[src/rtl/vga_frame_signature.sv]
// VGA output monitor: checks line/frame timing and signs the active area of N
// consecutive frames with CRC-32 (poly 04C11DB7, init all-ones, MSB first).
module vga_frame_signature #(
  parameter int RGB_W    = 8,
  parameter int H_TOTAL  = 800,
  parameter int V_TOTAL  = 525,
  parameter int H_START  = 144,
  parameter int H_ACTIVE = 640,
  parameter int V_START  = 35,
  parameter int V_ACTIVE = 480,
  parameter bit SYNC_POL = 1'b0,
  parameter int FRM_W    = 8
) (
  input  logic             clk,
  input  logic             rst,
  input  logic             pix_en,
  input  logic             h_sync,
  input  logic             v_sync,
  input  logic [RGB_W-1:0] rgb,
  input  logic             arm,
  input  logic [FRM_W-1:0] n_frames,
  output logic             busy,
  output logic             done,
  output logic             sig_valid,
  output logic [31:0]      sig,
  output logic [FRM_W-1:0] frame_idx,
  output logic [31:0]      pix_count,
  output logic             timing_err,
  output logic [1:0]       err_code
);
  // one spare code above the total so a missing sync saturates past the check value
  localparam int HW = $clog2(H_TOTAL + 1);
  localparam int VW = $clog2(V_TOTAL + 1);
  localparam logic [HW-1:0] H_LO   = HW'(H_START);
  localparam logic [HW-1:0] H_HI   = HW'(H_START + H_ACTIVE);
  localparam logic [HW-1:0] H_LAST = HW'(H_TOTAL - 1);
  localparam logic [VW-1:0] V_LO   = VW'(V_START);
  localparam logic [VW-1:0] V_HI   = VW'(V_START + V_ACTIVE);
  localparam logic [VW-1:0] V_LAST = VW'(V_TOTAL - 1);
  localparam logic [31:0]   POLY   = 32'h04C1_1DB7;

  typedef enum logic [1:0] {IDLE, WAIT_VS, CAP, DONE} state_t;
  state_t state, state_nxt;

  logic             hs_q, vs_q, hchk;
  logic [HW-1:0]    hcnt, hcnt_nxt;
  logic [VW-1:0]    vcnt, vcnt_nxt;
  logic [31:0]      crc, crc_base, crc_nxt, pcnt, pcnt_nxt;
  logic [FRM_W-1:0] nlat, fcnt;
  logic             hs_edge, vs_edge, active, arm_ok, last;

  function automatic logic [31:0] crc_fold(input logic [31:0] c, input logic [RGB_W-1:0] d);
    logic [31:0] r;
    r = c;
    for (int i = RGB_W - 1; i >= 0; i--)
      r = {r[30:0], 1'b0} ^ ((r[31] ^ d[i]) ? POLY : 32'h0);
    return r;
  endfunction

  assign hs_edge = pix_en && (h_sync == SYNC_POL) && (hs_q != SYNC_POL);
  assign vs_edge = pix_en && (v_sync == SYNC_POL) && (vs_q != SYNC_POL);
  assign arm_ok  = arm && (state == IDLE || state == DONE);
  assign last    = (fcnt == nlat - 1'b1);

  // counter values that belong to the current sample
  always_comb begin
    hcnt_nxt = hcnt;
    vcnt_nxt = vcnt;
    if (pix_en) begin
      if (hs_edge)            hcnt_nxt = '0;
      else if (hcnt != '1)    hcnt_nxt = hcnt + 1'b1;
      if (vs_edge)            vcnt_nxt = '0;
      else if (hs_edge && vcnt != '1) vcnt_nxt = vcnt + 1'b1;
      if (vs_edge && state == WAIT_VS) hcnt_nxt = '0;
    end
  end

  always_comb begin
    active   = pix_en && (hcnt_nxt >= H_LO) && (hcnt_nxt < H_HI)
                      && (vcnt_nxt >= V_LO) && (vcnt_nxt < V_HI);
    crc_base = vs_edge ? 32'hFFFF_FFFF : crc;
    crc_nxt  = active ? crc_fold(crc_base, rgb) : crc_base;
    pcnt_nxt = (vs_edge ? 32'd0 : pcnt) + {31'd0, active};
  end

  always_comb begin
    state_nxt = state;
    case (state)
      IDLE:    if (arm_ok) state_nxt = WAIT_VS;
      WAIT_VS: if (vs_edge) state_nxt = CAP;
      CAP:     if (vs_edge && last) state_nxt = DONE;
      DONE:    state_nxt = arm_ok ? WAIT_VS : IDLE;
      default: state_nxt = IDLE;
    endcase
  end

  always_ff @(posedge clk or negedge rst) begin
    if (!rst) state <= IDLE;
    else      state <= state_nxt;
  end

  always_ff @(posedge clk or negedge rst) begin
    if (!rst) begin
      hs_q <= SYNC_POL;  vs_q <= SYNC_POL;
      hcnt <= '0;  vcnt <= '0;  hchk <= 1'b0;
      crc <= '0;  pcnt <= '0;  nlat <= '0;  fcnt <= '0;
      done <= 1'b0;  sig_valid <= 1'b0;  sig <= '0;
      frame_idx <= '0;  pix_count <= '0;  err_code <= '0;
    end else begin
      sig_valid <= 1'b0;
      if (pix_en) begin
        hs_q <= h_sync;  vs_q <= v_sync;
        hcnt <= hcnt_nxt;  vcnt <= vcnt_nxt;
      end
      if (arm_ok) begin
        nlat      <= (n_frames == '0) ? FRM_W'(1) : n_frames;
        fcnt      <= '0;
        done      <= 1'b0;
        err_code  <= '0;
        frame_idx <= '0;
      end
      if (state == WAIT_VS && vs_edge) begin
        crc  <= crc_nxt;
        pcnt <= pcnt_nxt;
        // a line already under way at capture start is not length-checked
        hchk <= hs_edge;
      end
      if (state == CAP && pix_en) begin
        crc  <= crc_nxt;
        pcnt <= pcnt_nxt;
        if (hs_edge) begin
          if (hchk && hcnt != H_LAST) err_code[0] <= 1'b1;
          hchk <= 1'b1;
        end
        if (vs_edge) begin
          if (vcnt != V_LAST) err_code[1] <= 1'b1;
          sig       <= crc;
          pix_count <= pcnt;
          frame_idx <= fcnt;
          fcnt      <= fcnt + 1'b1;
          sig_valid <= 1'b1;
          if (last) done <= 1'b1;
        end
      end
    end
  end

  assign busy       = (state == WAIT_VS) || (state == CAP);
  assign timing_err = |err_code;
endmodule

[config.mk]
export PLATFORM = sky130hd
export DESIGN_NAME = vga_frame_signature
export DESIGN_NICKNAME = d
export VERILOG_FILES = /design/src/rtl/vga_frame_signature.sv
export SDC_FILE = /design/constraint.sdc
export NUM_CORES = 1
export LEC_CHECK = 0
export ABC_AREA = 1
export BUFFER_PORTS_ARGS = -buffer_cell sky130_fd_sc_hd__buf_4
export CAP_MARGIN = 20
export CORE_ASPECT_RATIO = 0.7
export CORE_MARGIN = 2
export CORE_UTILIZATION = 40
export CTS_BUF_LIST = sky130_fd_sc_hd__clkbuf_2
export DETAILED_ROUTE_END_ITERATION = 12
export GPL_ROUTABILITY_DRIVEN = 0
export GPL_TIMING_DRIVEN = 0
export SYNTH_ARGS = -nofsm -noshare
export SYNTH_HDL_FRONTEND = slang
export SYNTH_SLANG_ARGS = --single-unit
export TNS_END_PERCENT = 30
[constraint.sdc]
create_clock -name clk -period 5.1 [get_ports clk]
set_clock_uncertainty 0.2 [all_clocks]
set_input_delay 0.51 -clock clk [delete_from_list [all_inputs] [get_ports clk]]
set_output_delay 0.51 -clock clk [all_outputs]
set_load 0.03 [all_outputs]
* Word-level counts from Yosys, hierarchy flattened
Cells that the tools add are included.
** Operators by class
- Add/subtract/negate cells :: 5
- $lt $le $gt $ge :: 4
- Equal/unequal tests :: 11
- Multiplexer cells :: 49
- Bitwise logic cells :: 18
- Reduce and logical (&&, ||, !) cells :: 22
** Operator list (number)
- 32-bit by 27-bit XOR with 32-bit output :: 8
- 32-bit 2-to-1 mux :: 7
- 27-bit 2-to-1 mux :: 8
- 10-bit 2-to-1 mux :: 7
- 8-bit 2-to-1 mux :: 7
- 10-bit inequality test, second input constant :: 4
- 32-bit by 1-bit adder with 32-bit output :: 1
- 10-bit by 1-bit adder with 10-bit output, second input constant :: 2
- 10-bit less-than comparator, second input constant :: 2
- 1-bit logical AND :: 14
- 1-bit 2-to-1 mux :: 14
- 10-bit by 6-bit greater-or-equal comparator with 1-bit output, second input constant :: 1
- 10-bit by 8-bit greater-or-equal comparator with 1-bit output, second input constant :: 1
- 2-bit 2-to-1 mux :: 5
- 8-bit by 1-bit adder with 8-bit output, second input constant :: 1
- 8-bit == test :: 1
- 8-bit logical NOT :: 1
- 2-bit one-hot mux with 4 select lines :: 1
- 8-bit by 1-bit subtractor with 8-bit output, second input constant :: 1
- 1-bit XOR :: 8
- 2-bit inequality test, second input constant :: 3
- 2-bit == test, second input constant :: 2
- 3-bit AND reduction :: 1
- 2-bit by 1-bit == test with 1-bit output, second input constant :: 1
- 6 further kinds :: 8
** Storage, ports and cells
- Bits in registers :: 181
- Word-level logic and storage cells :: 125

* Longest topological paths before layout
Gate-level depths: netlist of run 1.
- Depth after elaboration :: 31
- Depth in mapped cells :: 28

* Worst setup path after synthesis of run 1
Ideal clock, no wire load.
- Path type :: register to register
- Start :: register vcnt[0]
- End :: register pcnt[28]
- Data arrival time :: 3.724 ns
- Path slack :: 1.054 ns
- Stages on the path, launching flop included :: 28
- Clock period less this slack :: 4.046 ns
- Cell sequence :: dfrtp_1 -> ha_1 -> inv_1 -> nor2_2 -> nand3_1 -> nand2_4 -> inv_4 -> nand2_1 -> nand2_1 -> nand2_1 -> nand2_1 -> nor2_1 -> nand3_1 -> nand2_1 -> nand3_2 -> buf_2 -> inv_1 -> ha_1 -> ha_1 -> and3_1 -> nand4_1 -> nor3_2 -> nand3_1 -> nor2_1 -> nand3_1 -> nor3_2 -> nand3_1 -> xor2_1
** Between the ends
- Word-level cells in the longest chain between the ends :: 11
** Ends and longest elaborated chain
- from (decl) :: RTL line 47 : logic [VW-1:0] vcnt, vcnt_nxt;
- from (signal assigned) :: RTL line 113 : hcnt <= hcnt_nxt; vcnt <= vcnt_nxt;
- parallel branches: the longest is 4 deep, another holds 10-bit by 1-bit adder with 10-bit output
- 10-bit 2-to-1 mux (*) :: RTL line 69 : if (pix_en) begin
- 10-bit by 6-bit greater-or-equal comparator with 1-bit output :: RTL line 80 : && (vcnt_nxt >= V_LO) && (vcnt_nxt < V_HI);
- 1-bit logical AND :: RTL line 80
- 1-bit logical AND (*) :: RTL line 80
- 32-bit by 1-bit adder with 32-bit output (*) :: RTL line 83 : pcnt_nxt = (vs_edge ? 32'd0 : pcnt) + {31'd0, active};
- 32-bit 2-to-1 mux :: RTL line 122 : if (state == WAIT_VS && vs_edge) begin
- 32-bit 2-to-1 mux (*) :: RTL line 128 : if (state == CAP && pix_en) begin
- to (signal assigned) :: RTL line 124 : pcnt <= pcnt_nxt;
- to (signal assigned) :: RTL line 130 : pcnt <= pcnt_nxt;
- to (decl) :: RTL line 48 : logic [31:0] crc, crc_base, crc_nxt, pcnt, pcnt_nxt;
Every way passes the cells marked *. The select of a mux whose other input is x is not followed.
A chain may end at the register's enable or synchronous reset.

* Worst setup path in the final report of run 1
- Start :: register vcnt[1]
- End :: register pcnt[28]
Same word-level chain as after synthesis.

==> results.yml, run 1 <==
outcome:
  status: "completed"
sta:
  finalCriticalPeriod_ns: 4.79
  min_period_over_period_pct: 94.0
  slew_viol_final: 0
  worstMarginPinSlew_ns: 0.852
  finalWorstSetupSlack_ns: 0.306
  fmax_mhz: 209
  slew-limit-headroom_pct: 43.2
  setup_viol: 0
  setup_tns_ns: 0
  hold_violations: 0
placed_design:
  placedCellCount: 1830
  placed_area_um2: 11400
  place_ws_ns: -0.0214
  dpl.hpwl_um: 21500
  numPortBuffers: 99
logic_synthesis:
  netlist_area_um2: 10200
  syn-instance-count: 1405
  synth_largest_area_cell: "dfrtp_1"
  yosysUniqueCellTypes: 42
  synth_nets: 1438
  synthTopCellsByArea: "dfrtp_1 44%, nand2_1 19%, inv_1 6.9%"
  ys_seq_area_share_pct: 44.2
  synth_top_area_share_pct: 44.2
  synth-seq-cells: 181
  yosys_warnings: 0
  syn-mean-instance-area_um2: 7.29
global_routing:
  grt_pass1_vias: 8648
  grt_pass1_wl_um: 46600
  grt_max_degree: 112
  gr-total-overflow: 0
  grt.total_usage_pct: 22.0
  grt_antenna_before_repair: 1
cells_and_area:
  nNetsFinal: 1580
  fill_cells: 2529
  area_growth_pct: 16.9
  final_area_um2: 12000
  drive_gt1_share_pct: 12.1
  final_util_pct: 48.0
  fin_cells: 1886
pwr:
  p_int_uw: 2990
  p_leak_uw: 0.00644
  combPwrFrac_pct: 47.9
  p_seq_share_pct: 36.7
  power_switching_uw: 2550
  clockPowerShare_pct: 15.5
  p_per_area_nw_per_um2: 462
  ir_drop_mv: 0.223
  switching_share_pct: 46.0
clocking:
  cts_tree: "done"
  cts.clk_slew.worst_paths_ns: 0.29
  clock-root-buffer: "clkbuf_2"
  clk_latency_ns: 0.82
  cts.sinks: 181
  cts_max_level: 4
  clk_path_buf_depth: 2
  cts_buffers: 17
floorplan:
  die_h_um: 138
  core_area_um2: 24900
  dieArea_um2: 26900
  core.rowCount: 48
  ioPinCount: 100
  fp.dieW_um: 195
  start_util_pct: 41.1
drt:
  viasPerCell: 4.99
  drcViolationCount: 0
  initialDrtViolationCount: 765
  ant_nets: 0
  vias: 9418
  wirelength_um: 28900
  drtPass1Iterations: 7
  drt-wirelength-per-cell_um: 15.3
setup_path:
  end_kind: "flip-flop"
  ff2ff_setup_slack_ns: 0.31
  crit_required_ns: 5.63
  cp-start-kind: "flip-flop"
  cp_data_arrival_time_ns: 5.32
  path_max_fanout: 10
  criticalPathCategory: "reg2reg"
run:
  maxCapViolations: 0
hold_path:
  hp-class: "in2async"
Yosys cell counts:
master	number
ha_1	11
o311ai_0	1
a311oi_1	1
or2_2	3
nor2_4	1
buf_1	1
o21a_1	1
buf_4	1
a32o_1	1
and3_1	1
a22o_1	1
a22oi_1	1
nand2_1	510
nand3_2	3
xnor2_1	16
dfrtp_1	181
o21ai_0	90
o211ai_1	1
clkinv_1	1
nand3_1	93
o31ai_1	3
a21oi_1	9
nand2_2	3
inv_2	5
nor3_1	18
nor2_1	66
o21ai_1	4
and2_1	1
nor3_2	2
inv_4	1
clkbuf_1	30
nor3b_1	1
nor2_2	4
nand4_1	51
nand2_4	1
inv_1	187
nor3_4	1
nand3b_1	1
nor4_1	7
a31oi_1	3
buf_2	17
xor2_1	71
power by group through the flow:
stage | sequential (uW) | combinational (uW) | clock, uW
after floorplan | 2290 | 1570 | 0
final | 2030 | 2650 | 856
after global placement | 2060 | 2560 | 0
after detailed placement | 2060 | 2600 | 0
after CTS | 2030 | 2620 | 876
after global routing | 2080 | 2960 | 936
worst paths after layout:
path,start,to,cells after the start
hold reg to reg,crc[9],crc[9],2
hold / removal,rst,nlat[2],2
setup / recovery,vcnt[1],pcnt[28],27
setup reg to reg,vcnt[1],pcnt[28],27
max in group asynchronous,rst,crc[3],3
min in group clk,n_frames[6],nlat[6],4
cell type report:
type	count	area [um2]	share of cell area [%]
tap	325	407	3.40
buffer	49	211	1.77
clock buffer	17	85.1	0.710
multi-input combinational	981	4820	40.3
sequential	181	4530	37.8
timing repair buffer	123	993	8.30
clock inverter	15	193	1.61
antenna	1	2.50	0.0209
inverter	194	731	6.10
registers in the layout, indices dropped and copies added (netlist names), 2 cells and up:
name       count
pix_count     32
crc           32
sig           32
fcnt           8
nlat           8
err_code       2
hcnt          10
pcnt          32
frame_idx      8
vcnt          10
state          2
logic make-up after synthesis:
| logic type | count (synthesis) | synth area share (%) |
|---|---|---|
| buffers and inverters | 243 | 9.17 |
| XOR/XNOR | 87 | 7.44 |
| AO/OA/AOI/OAI | 116 | 6.01 |
| AND/OR/NAND/NOR | 767 | 31.8 |
| adder cells (fa/ha/maj) | 11 | 1.34 |
| flip-flops | 181 | 44.2 |
stage by stage:
step	total power (uW)	hold slack (ns)
2_1_floorplan	3860	0.0144
3_3_place_gp	4620	0.257
3_5_place_dp	4660	0.265
4_1_cts	5530	0.107
5_1_grt	5970	0.124
6_report	5540	0.117
cell usage in the layout (no fill, tap or decap), types with 7 or more instances in the layout:
| cell | netlist | routed |
|---|---|---|
| nor3_1 | 18 | 18 |
| nor2_1 | 66 | 64 |
| xor2_1 | 71 | 71 |
| nor4_1 | 7 | 7 |
| buf_4 | 1 | 106 |
| nand4_1 | 51 | 51 |
| xnor2_1 | 16 | 16 |
| clkbuf_1 | 30 | 30 |
| a21oi_1 | 9 | 9 |
| nand2_1 | 510 | 507 |
| dlygate4sd3_1 | 0 | 17 |
| inv_1 | 187 | 187 |
| ha_1 | 11 | 10 |
| buf_2 | 17 | 16 |
| dfrtp_1 | 181 | 180 |
| o21ai_0 | 90 | 89 |
| nand3_1 | 93 | 91 |
| clkbuf_2 | 0 | 17 |
worst max-delay path, stage by stage (launching register included):
cell and delay, ns:
dfrtp_1 0.44, ha_2 0.24, inv_1 0.06, nor2_2 0.16
nand3_1 0.16, nand2_4 0.16, inv_4 0.08, nand2_1 0.07
nand3_1 0.10, nor2_1 0.15, nor2_2 0.07, nand2_1 0.05
nand2_1 0.06, nand2_2 0.16, nand3_2 0.16, buf_4 0.21
inv_1 0.13, ha_1 0.21, ha_1 0.17, and3_1 0.23
nand4_1 0.20, nor3_4 0.27, nand3_2 0.15, nor2_4 0.17
nand3_2 0.13, nor3_4 0.24, nand3_1 0.13, xor2_1 0.18
what timing repair did:
item | 4_1_cts | 5_1_grt
buffers inserted | 0 | 6
pin swaps | 0 | 6
hold buffers | 17 | 0
endpoints found under the setup margin | 2 | 8
gates resized for setup | 2 | 14
endpoints found under the hold margin | 140 | 0
per-layer routing:
layer,vias to the layer above,GRT usage [%],share of wire [%]
li1,4687,-,-
met3,17,3.96,6.2
met5,-,0,0
met4,0,4.58,0.77
met1,4442,34.0,52
met2,272,32.0,41
Note: power is estimated with default switching activity, not from simulation.
==> inputs of run 2 (changes only) <==
GPL_TIMING_DRIVEN = default   (was 0)
==> results.yml, run 2 (synthesis results as in run 1) <==
outcome:
  status: "completed"
drt:
  drt-wirelength-per-cell_um: 14.0
  drcViolationCount: 0
  drtPass1Iterations: 8
  wirelength_um: 25800
  viasPerCell: 4.86
  vias: 8956
  ant_nets: 0
  initialDrtViolationCount: 684
clocking:
  clock-root-buffer: "clkbuf_2"
  cts_buffers: 17
  clk_path_buf_depth: 2
  cts.clk_slew.worst_paths_ns: 0.29
  cts.sinks: 181
  clk_latency_ns: 0.79
  cts_max_level: 4
  cts_setup_buffers: 0
  cts_tree: "done"
global_routing:
  grt_max_degree: 116
  grt.total_usage_pct: 20.0
  grt_pass1_wl_um: 43100
  grt_pass1_vias: 8380
  grt_antenna_before_repair: 1
  gr-total-overflow: 0
sta:
  rsz0062_at_grt: "false"
  fmax_mhz: 231
  setup_viol: 0
  finalCriticalPeriod_ns: 4.33
  hold_violations: 0
  min_period_over_period_pct: 84.8
  worstMarginPinSlew_ns: 1.01
  slew_viol_final: 0
  setup_tns_ns: 0
  slew-limit-headroom_pct: 32.9
setup_path:
  reg2regPathDepth: 26
  critPathTopFamily: "simple AND/OR/NAND/NOR gates"
  criticalPathCategory: "reg2reg"
  critPathMaxStageDelay_ns: 0.51
  path_max_fanout: 10
  path_buf_inv: 3
  worstReg2RegEnd: "pcnt[28]"
  cpMaxStageDelayCell: "dfrtp_1"
  ff2ff_setup_slack_ns: 0.77
  end_kind: "flip-flop"
  crit_required_ns: 5.62
  cp-endpoint: "pcnt[28]"
  path_depth: 26
  cp-start-kind: "flip-flop"
  cp_data_arrival_time_ns: 4.85
  r2r-start: "vcnt[0]"
  crit_start: "vcnt[0]"
cells_and_area:
  area_growth_pct: 14.1
  final_util_pct: 46.9
  final_common_cell: "nand2_1"
  nNetsFinal: 1535
  final_cell_mix: "510 x nand2_1, 186 x inv_1, 181 x dfrtp_1, 108 x buf_4, 92 x nand3_1"
  final_area_um2: 11700
  fill_cells: 2540
  drive_gt1_share_pct: 11.1
floorplan:
  die_h_um: 138
  fp.dieW_um: 195
  ioPinCount: 100
  start_util_pct: 41.1
  core.rowCount: 48
  core_area_um2: 24900
  dieArea_um2: 26900
placed_design:
  placed_area_um2: 11300
  numPortBuffers: 99
  dpl.hpwl_um: 18300
hold_path:
  hp-class: "in2async"
pwr:
  ir_drop_mv: 0.217
  p_leak_uw: 0.00630
  p_per_area_nw_per_um2: 456
run:
  maxCapViolations: 0
-- run 2: timing repair --
| item | 4_1_cts | 5_1_grt |
|---|---|---|
| endpoints found under the hold margin | 144 | 0 |
| resized for setup | 0 | 0 |
| hold buffers | 17 | 0 |
-- run 2: worst min-delay path by stage --
stage	from	end	slack, ns	depth (start not counted)
final	rst	nlat[2]	0.16	2
after floorplan	rst	crc[0]	0.01	0
after CTS	rgb[5]	crc[31]	0.12	8
after global routing	rst	nlat[2]	0.13	2
after detailed placement	crc[22]	crc[22]	0.27	2
after global placement	pix_count[14]	pix_count[14]	0.26	2
-- run 2: stage by stage --
| stage | total power (uW) | setup WS (ns) | cells | hold slack, ns |
|---|---|---|---|---|
| floorplan | 3860 | 1.05 | 1405 | 0.0144 |
| finish | 5320 | 0.774 | 1841 | 0.165 |
| CTS | 5380 | 0.775 | 1840 | 0.119 |
| global route | 5800 | 0.220 | 1841 | 0.133 |
| global placement | 4590 | 0.832 | 1791 | 0.257 |
| detailed placement | 4620 | 0.752 | 1791 | 0.266 |
-- run 2: cell type report --
class,instances,area (um2),share of cell area (%)
timing repair buffer,127,1010,8.68
clock buffer,20,100,0.857
inverter,194,733,6.27
antenna,1,2.50,0.0214
tap,325,407,3.48
multi-input combinational,981,4780,40.9
clock inverter,12,119,1.02
sequential,181,4530,38.8
-- run 2: metal layers --
layer  global-route usage, %  share of wire (%)
met2                    29.5                 42
met1                    30.1                 52
met4                    4.71                1.3
met3                    3.77                4.6
met5                       0                  0
-- run 2: worst reg2reg max path, delay by kind of cell, from the launching register on --
| family | cells | cell delay [ns] |
|---|---|---|
| xor gates and xnor gates | 1 | 0.16 |
| buffers and inverters | 3 | 0.21 |
| and+or+nand+nor | 19 | 2.58 |
| adders and majority gates | 3 | 0.58 |
| DFF | 1 | 0.51 |
-- run 2: report_power, final --
| part | switching, uW | leakage [uW] | total [uW] | internal [uW] |
|---|---|---|---|---|
| clock | 531 | 0.000138 | 723 | 192 |
| combinational | 1690 | 0.00376 | 2580 | 890 |
| sequential | 235 | 0.00240 | 2030 | 1790 |
| total | 2450 | 0.00630 | 5320 | 2870 |
==> inputs of run 3 (changes only) <==
ABC_AREA = 0   (was 1)
clock period = 3.9 ns   (was 5.1 ns; I/O delays follow)
==> results.yml, run 3 <==
clocking:
  cts_max_level: 4
  clock-root-buffer: "clkbuf_2"
  clk_path_buf_depth: 2
  cts.clk_slew.worst_paths_ns: 0.26
  cts_tree: "done"
  cts.sinks: 181
  cts_buffers: 17
  clk_latency_ns: 0.77
pwr:
  p_leak_uw: 0.00569
  p_per_area_nw_per_um2: 564
  ir_drop_mv: 0.360
global_routing:
  grt_max_degree: 100
  grt_pass1_vias: 7375
  grt_antenna_before_repair: 0
  gr-total-overflow: 0
  grt_pass1_wl_um: 38700
  grt.total_usage_pct: 19.8
setup_path:
  cpMaxStageDelayCell: "or4b_4"
  criticalPathCategory: "reg2reg"
  end_kind: "flip-flop"
  cp-start-kind: "flip-flop"
  critPathTopFamily: "simple AND/OR/NAND/NOR gates"
  path_buf_inv: 0
  critPathMaxStageDelay_ns: 0.50
  crit_required_ns: 4.37
  path_max_fanout: 3
  crit_path_cell_trace: "ha_2 -> nand4_1 -> o31ai_4 -> mux2_4 -> a2111o_1 -> or4b_4 -> o21a_4 -> nor3_4 -> ha_2 -> ha_4 -> and3_4 -> nand4_1 -> nor3_2 -> nand2_1 -> or4_1 -> nand3_1 -> o21ai_1"
  cp_data_arrival_time_ns: 4.86
cells_and_area:
  fill_cells: 2126
  area_growth_pct: 25.1
  final_common_cell: "nand2_1"
  nNetsFinal: 1230
  antenna_cells: 0
  final_cell_mix: "272 x nand2_1, 190 x buf_4, 181 x dfrtp_1, 75 x nor2_1, 62 x xnor2_1"
  drive_gt1_share_pct: 24.2
logic_synthesis:
  synth_top_area_share_pct: 49.0
  ys_seq_area_share_pct: 49.0
  syn-mean-instance-area_um2: 9.24
  yosys_warnings: 0
  yosys-top-cells-count: "276 x nand2_1, 181 x dfrtp_1, 82 x nor2_1, 64 x xnor2_1, 36 x o21ai_0"
  synth-edff-count: 0
  synth_largest_area_cell: "dfrtp_1"
  synthTopCellsByArea: "dfrtp_1 49%, nand2_1 11%, xnor2_1 6.1%"
  syn-instance-count: 1001
  synth_nets: 1034
  ys_async_sr_fraction_pct: 100
  yosysUniqueCellTypes: 78
  synth-seq-cells: 181
  netlist_area_um2: 9250
  synth-main-ff-cell: "dfrtp_1"
  synth_most_common_cell: "nand2_1"
sta:
  finalWorstSetupSlack_ns: -0.484
  fmax_mhz: 228
  worstMarginPinSlew_ns: 0.920
  slew-limit-headroom_pct: 38.7
  slew_viol_final: 0
  hold_violations: 0
  setup_viol: 24
  rsz0062_at_grt: "true"
  min_period_over_period_pct: 112
  hold-worst-slack_ns: 0.0424
  finalCriticalPeriod_ns: 4.38
drt:
  ant_nets: 0
  drtPass1Iterations: 5
  wirelength_um: 23300
  drcViolationCount: 0
  vias: 7665
  viasPerCell: 5.04
  drt-wirelength-per-cell_um: 15.3
  initialDrtViolationCount: 511
floorplan:
  ioPinCount: 100
  core.rowCount: 46
  dieArea_um2: 24400
  start_util_pct: 40.8
  core_area_um2: 22700
  die_h_um: 131
  fp.dieW_um: 186
hold_path:
  hp-class: "in2async"
run:
  maxCapViolations: 0
placed_design:
  place_ws_ns: -0.475
  dpl.hpwl_um: 16600
  numPortBuffers: 99
outcome:
  violations: "negative setup slack"
  status: "finished with violations"
[run 3: repair_timing]
item | in CTS | in global routing
pin swaps | 6 | 7
hold endpoints to repair | 132 | 0
hold buffers | 21 | 0
endpoints found under the setup margin | 24 | 25
setup buffers | 7 | 7
resized for setup | 26 | 20
[run 3: worst register-to-register path: cells and delay by family (launching register included)]
| kind | cells | cell delay (ns) |
|---|---|---|
| multiplexers | 1 | 0.33 |
| adder cells (fa/ha/maj) | 3 | 0.56 |
| AND/OR/NAND/NOR | 9 | 1.90 |
| AO/OA/AOI/OAI | 4 | 0.91 |
| flip-flops | 1 | 0.42 |
[run 3: layout make-up]
type / count / area [um2] / share of cell area, %
clock buffers: 20 / 100 / 0.865
clock inverters: 12 / 106 / 0.919
inverters: 15 / 56.3 / 0.486
multi-input cells: 761 / 4640 / 40.1
flip-flops and latches: 181 / 4530 / 39.1
well taps: 312 / 390 / 3.37
repair buffers: 221 / 1750 / 15.1
[run 3: layer usage]
layer	GRT usage (%)	vias to the layer above	routed length [um]	share of wire (%)
met3	3.74	15	1060	4.5
met5	0	-	0	0
met1	30.8	3697	11900	51
met2	28.5	167	10200	44
met4	3.76	0	201	0.86
li1	-	3786	-	-
[run 3: cells by family (layout without fill, tap and decap cells)]
| logic type | Yosys count | count (layout) | share of synthesized area (%) |
|---|---|---|---|
| and+or+nand+nor | 474 | 474 | 22.4 |
| DFF | 181 | 181 | 49.0 |
| AOI/OAI and AO/OA | 138 | 138 | 10.4 |
| xor gates and xnor gates | 100 | 100 | 9.71 |
| buffers and inverters | 59 | 268 | 2.73 |
| muxes | 38 | 38 | 4.34 |
| adders and majority gates | 11 | 11 | 1.49 |
[run 3: where the power goes]
part / switching (uW) / internal (uW)
logic: 1670 / 1410
registers: 310 / 2230
clock network: 676 / 235
total: 2660 / 3870
[run 3: metrics by stage]
stage	utilization (%)	setup TNS (ns)	cell area (um2)	std cells	total power, uW
floorplan	-	-5.37	9300	1001	4680
global placement	48.1	-4.47	10900	1455	5610
detailed placement	48.1	-6.00	10900	1455	5640
CTS	50.5	-6.40	11400	1515	6580
global route	51.0	-10.40	11600	1522	7000
finish	51.0	-7.03	11600	1522	6530
[run 3: path summary, 6_finish.rpt]
| path | start | end | slack [ns] | cells past startpoint |
|---|---|---|---|---|
| min in group clk | rgb[6] | crc[18] | 0.08 | 5 |
| max in group asynchronous | rst | vcnt[6] | 2.53 | 3 |
| worst min-delay path | rst | frame_idx[1] | 0.04 | 2 |
| worst max register to register | vcnt[0] | pcnt[28] | -0.48 | 17 |
| worst min register to register | pcnt[28] | pcnt[28] | 0.29 | 1 |
| worst max-delay path | vcnt[0] | pcnt[28] | -0.48 | 17 |
